<file path="src/rtl/baud_gen_frac.sv">
// Fractional baud tick generator producing oversample, bit-rate and mid-bit ticks.
// Define BAUD_FRAC_EN to build the fractional accumulator; otherwise the period is div_int_q only.
module baud_gen_frac #(
  parameter int DIV_W        = 16,
  parameter int FRAC_W       = 4,
  parameter int OVERSAMPLE   = 16,
  parameter int DEF_DIV_INT  = 13,
  parameter int DEF_DIV_FRAC = 9
) (
  input  logic              clk,
  input  logic              reset,
  input  logic              en,
  input  logic [DIV_W-1:0]  div_int,
  input  logic [FRAC_W-1:0] div_frac,
  input  logic              div_load,
  input  logic              restart,
  output logic              tick_os,
  output logic              tick_bit,
  output logic              tick_mid,
  output logic              cfg_err
);

  localparam int OS_W = $clog2(OVERSAMPLE);
  localparam logic [OS_W-1:0] OS_LAST = OS_W'(OVERSAMPLE - 1);
  localparam logic [OS_W-1:0] OS_MID  = OS_W'(OVERSAMPLE / 2 - 1);

  logic [DIV_W-1:0] div_int_q;
  logic [DIV_W-1:0] cnt;
  logic [OS_W-1:0]  os_cnt;
  logic             div_ok;
  logic [DIV_W-1:0] div_sel;
  logic             carry;

  // Divisors of 0 or 1 cannot form a valid countdown, so they are rejected.
  assign div_ok  = (div_int >= DIV_W'(2));
  assign div_sel = (div_load && div_ok) ? div_int : div_int_q;

`ifdef BAUD_FRAC_EN
  logic [FRAC_W-1:0] div_frac_q;
  logic [FRAC_W-1:0] acc;
  logic [FRAC_W:0]   acc_sum;

  assign acc_sum = {1'b0, acc} + {1'b0, div_frac_q};
  assign carry   = acc_sum[FRAC_W];
`else
  logic unused_frac;

  assign unused_frac = ^{div_frac, FRAC_W'(DEF_DIV_FRAC)};
  assign carry       = 1'b0;
`endif

  always_ff @(posedge clk or negedge reset) begin
    if (!reset) begin
      div_int_q  <= DIV_W'(DEF_DIV_INT);
      cnt        <= DIV_W'(DEF_DIV_INT - 1);
      os_cnt     <= '0;
      tick_os    <= 1'b0;
      tick_bit   <= 1'b0;
      tick_mid   <= 1'b0;
      cfg_err    <= 1'b0;
`ifdef BAUD_FRAC_EN
      div_frac_q <= FRAC_W'(DEF_DIV_FRAC);
      acc        <= '0;
`endif
    end else begin
      tick_os  <= 1'b0;
      tick_bit <= 1'b0;
      tick_mid <= 1'b0;
      // Strobes win over a coincident terminal count and swallow that tick.
      if (div_load || restart) begin
        if (div_load) begin
          if (div_ok) begin
            div_int_q  <= div_int;
`ifdef BAUD_FRAC_EN
            div_frac_q <= div_frac;
`endif
            cfg_err    <= 1'b0;
          end else begin
            cfg_err    <= 1'b1;
          end
        end
        cnt    <= div_sel - DIV_W'(1);
        os_cnt <= '0;
`ifdef BAUD_FRAC_EN
        acc    <= '0;
`endif
      end else if (en) begin
        if (cnt != '0) begin
          cnt <= cnt - DIV_W'(1);
        end else begin
          tick_os  <= 1'b1;
          tick_bit <= (os_cnt == OS_LAST);
          tick_mid <= (os_cnt == OS_MID);
          // A carry stretches the next interval by one clock.
          cnt      <= div_int_q - DIV_W'(1) + DIV_W'(carry);
          os_cnt   <= os_cnt + OS_W'(1);
`ifdef BAUD_FRAC_EN
          acc      <= acc_sum[FRAC_W-1:0];
`endif
        end
      end
    end
  end

endmodule

</file>
<file path="config.mk">
export PLATFORM = sky130hd
export DESIGN_NAME = baud_gen_frac
export DESIGN_NICKNAME = d
export VERILOG_FILES = /design/src/rtl/baud_gen_frac.sv
export SDC_FILE = /design/constraint.sdc
export NUM_CORES = 1
export LEC_CHECK = 0
export ABC_AREA = 0
export BUFFER_PORTS_ARGS = -buffer_cell sky130_fd_sc_hd__buf_2
export CORE_AREA = 5 5 79 81
export CTS_CLUSTER_SIZE = 10
export DETAILED_ROUTE_END_ITERATION = 7
export DIE_AREA = 0 0 84 86
export MAX_ROUTING_LAYER = met4
export SKIP_CTS_REPAIR_TIMING = 1
export SLEW_MARGIN = 10
export SYNTH_ARGS = -nofsm -noshare
export SYNTH_HDL_FRONTEND = slang
export SYNTH_SLANG_ARGS = --single-unit
export TNS_END_PERCENT = 20
</file>
<file path="constraint.sdc">
create_clock -name clk -period 4 [get_ports clk]
set_clock_uncertainty 0.05 [all_clocks]
set_input_delay 0.8 -clock clk [delete_from_list [all_inputs] [get_ports clk]]
set_output_delay 0.8 -clock clk [all_outputs]
set_load 0.02 [all_outputs]
</file>
==> results.yml <==
final_layout:
  diodes: 0
  final_cell_mix: "nor2_1, dfrtp_1, nand2_1, buf_2, buf_4"
  syn_to_final_growth_pct: 18.3
  drive_gt1_share_pct: 24.1
  final_core_util_pct: 51.6
  fillers: 533
  mostFrequentLayoutCell: "nor2_1"
  final_nets: 329
power_and_ir_drop:
  p_per_area_nw_per_um2: 348
  peakVddDrop_v: 0.000192
  p_leak_nw: 1.25
clocking:
  cts_max_level: 2
  clk_pin_slew_ns: 0.08
  cts_root_buffer: "clkbuf_8"
  clock_latency_ns: 0.29
  tritoncts: "done"
  clk_path_buf_depth: 2
  numCtsBuffers: 5
  clkSinkCount: 40
die:
  coreArea_sq_um: 5410
  die-width_um: 84
  ios: 29
  die_area_sq_um: 7220
  start_util_pct: 43.6
  die_h_um: 86
  placementRows: 27
setup_path:
  r2r_end: "cnt[10]"
  worstSetupEndpointType: "register"
  critPathLaunchType: "input pin"
  cp_max_fo: 4
  r2r_start: "cnt[3]"
  reg2reg_slack_ns: 0.70
  cp.required_ns: 4.10
  crit_chain: "buf_2, or4_4, o41a_1, a222oi_1, ha_2, nand2_1, or3b_2, a311oi_4, buf_4, nand3_1, o2111ai_1, o211ai_1"
  path_class: "input pin to register"
  max_stage_delay_ns: 0.55
  arrival_ns: 3.99
  rr_worst_depth: 13
  cpMaxStageDelayCell: "or4_4"
status:
  status: "finished, final reports clean"
min_path:
  hold_path_depth: 1
  hold_start: "os_cnt[3]"
  hold_path_end: "tick_mid"
  hold_path_class: "register to register"
yosys:
  synth_top_area_share_pct: 37.2
  synth_fp_nets: 289
  ys_seq_area_share_pct: 42.7
  yosysWarnings: 0
  syn_area_sq_um: 2360
  yosys.area.top_type: "dfrtp_1"
  synth-async-reset-ratio_pct: 100
  synth_edf_count: 0
  postSynthRegisterBits: 40
  ys_types: 49
  syn_area_per_cell_sq_um: 9.00
  ys.flop_type: "dfrtp_1"
  synthTopCellsByArea: "dfrtp_1, a22o_1, nor2_1, dfstp_2, nand2_1"
  syn_inst: 262
timing:
  finalHoldViolCount: 0
  worst_hold_slack_ns: 0.425
  post-route-period-util_pct: 97.1
  setup_slack_ns: 0.115
  timing.fmax_mhz: 257
  tightest_slew_ns: 0.970
  slew_headroom_pct: 35.3
  min_period_ns: 3.89
  slew_viol_final: 0
  setup_viol: 0
global_route:
  grtUsageTotal_pct: 19.2
  grt_pass1_vias: 2143
  grt_pass1_wl_mm: 10.6
  antenna_found_initial: 0
  grt_max_degree: 41
  grt_overflow: 0
route:
  wl_mm: 6.36
  wl_per_cell_um: 16.9
  viasPerCell: 5.81
  vias: 2180
  first_iter_violations: 127
  ant_nets: 0
  remaining_drc_errors: 0
  first_pass_iters: 6
placed_design:
  io_buffers: 24
  gp_congestion: 0.859
  hpwl_mm: 4.47
  place_ws_ns: -0.119
job:
  maxCapViolations: 0
flip-flops by register name, indices dropped and copies added (netlist names):
signal     count
cnt           16
tick_bit       1
tick_mid       1
cfg_err        1
tick_os        1
div_int_q     16
os_cnt         4
worst max-delay path by stage:
| stage | startpoint | to | slack [ns] |
|---|---|---|---|
| floorplan | div_int[5] | cnt[14] | 0.05 |
| global placement | div_int[5] | cnt[10] | -0.10 |
| detailed placement | div_int[5] | cnt[10] | -0.12 |
| CTS | div_int[5] | cnt[10] | 0.18 |
| global route | div_int[5] | cnt[10] | -0.03 |
| finish | div_int[5] | cnt[10] | 0.11 |
power by group:
group,total (mW),switching [mW],internal (mW)
Sequential,0.496,0.0442,0.452
Combinational,0.212,0.115,0.0971
Clock,0.261,0.137,0.124
Total,0.969,0.296,0.673
cell type report:
| class | instances | area (sq um) | area share (%) |
|---|---|---|---|
| clock buffer | 8 | 80.1 | 2.87 |
| sequential | 40 | 1010 | 36.1 |
| inverter | 2 | 7.51 | 0.269 |
| tap | 72 | 90.1 | 3.23 |
| timing repair buffer | 47 | 293 | 10.5 |
| multi-input combinational | 206 | 1310 | 47.0 |
cell usage after synthesis, types with 3 or more instances:
| cell | count |
|---|---|
| a21oi_1 | 21 |
| nor3_1 | 6 |
| dfrtp_1 | 35 |
| a222oi_1 | 5 |
| nand2_1 | 34 |
| clkbuf_1 | 12 |
| nor4_1 | 3 |
| or4_1 | 3 |
| xor2_1 | 6 |
| a31oi_1 | 7 |
| a22o_1 | 18 |
| dfstp_2 | 5 |
| nor2_1 | 37 |
| or3_1 | 5 |
| o21ai_0 | 12 |
| xnor2_1 | 5 |
| nand3_1 | 5 |
worst max-delay path, delay by kind of cell:
kind	cells	cell delay, ns
AO/OA/AOI/OAI	5	1.42
adder cells (fa/ha/maj)	1	0.27
buffers and inverters	2	0.31
AND/OR/NAND/NOR	4	1.19
kinds of logic (layout without fill, tap and decap cells):
group,count (synthesis),in the layout,share of synthesized area (%)
multiplexers,4,4,1.80
buffers and inverters,16,57,2.60
XOR/XNOR,11,11,4.09
AO/OA/AOI/OAI,80,80,25.2
adder cells (fa/ha/maj),2,2,1.06
AND/OR/NAND/NOR,109,109,22.5
flip-flops,40,40,42.7
per-layer routing:
layer  global-route usage (%)  routed length [um]
met1                     25.4                3030
met2                     28.3                2820
met3                     3.55                 310
met4                     8.92                 188
met5                        -                   0
per-stage QoR:
step / std cells / setup TNS, ns / total power, mW / cell area [sq um]
2_1_floorplan: 262 / 0 / 0.630 / 2380
3_3_place_gp: 366 / -0.338 / 0.710 / 2700
3_5_place_dp: 366 / -0.334 / 0.713 / 2700
4_1_cts: 374 / 0 / 0.980 / 2780
5_1_grt: 375 / -0.0288 / 1.03 / 2790
6_report: 375 / 0 / 0.969 / 2790
No activity file was read; power rests on OpenSTA's default activity.
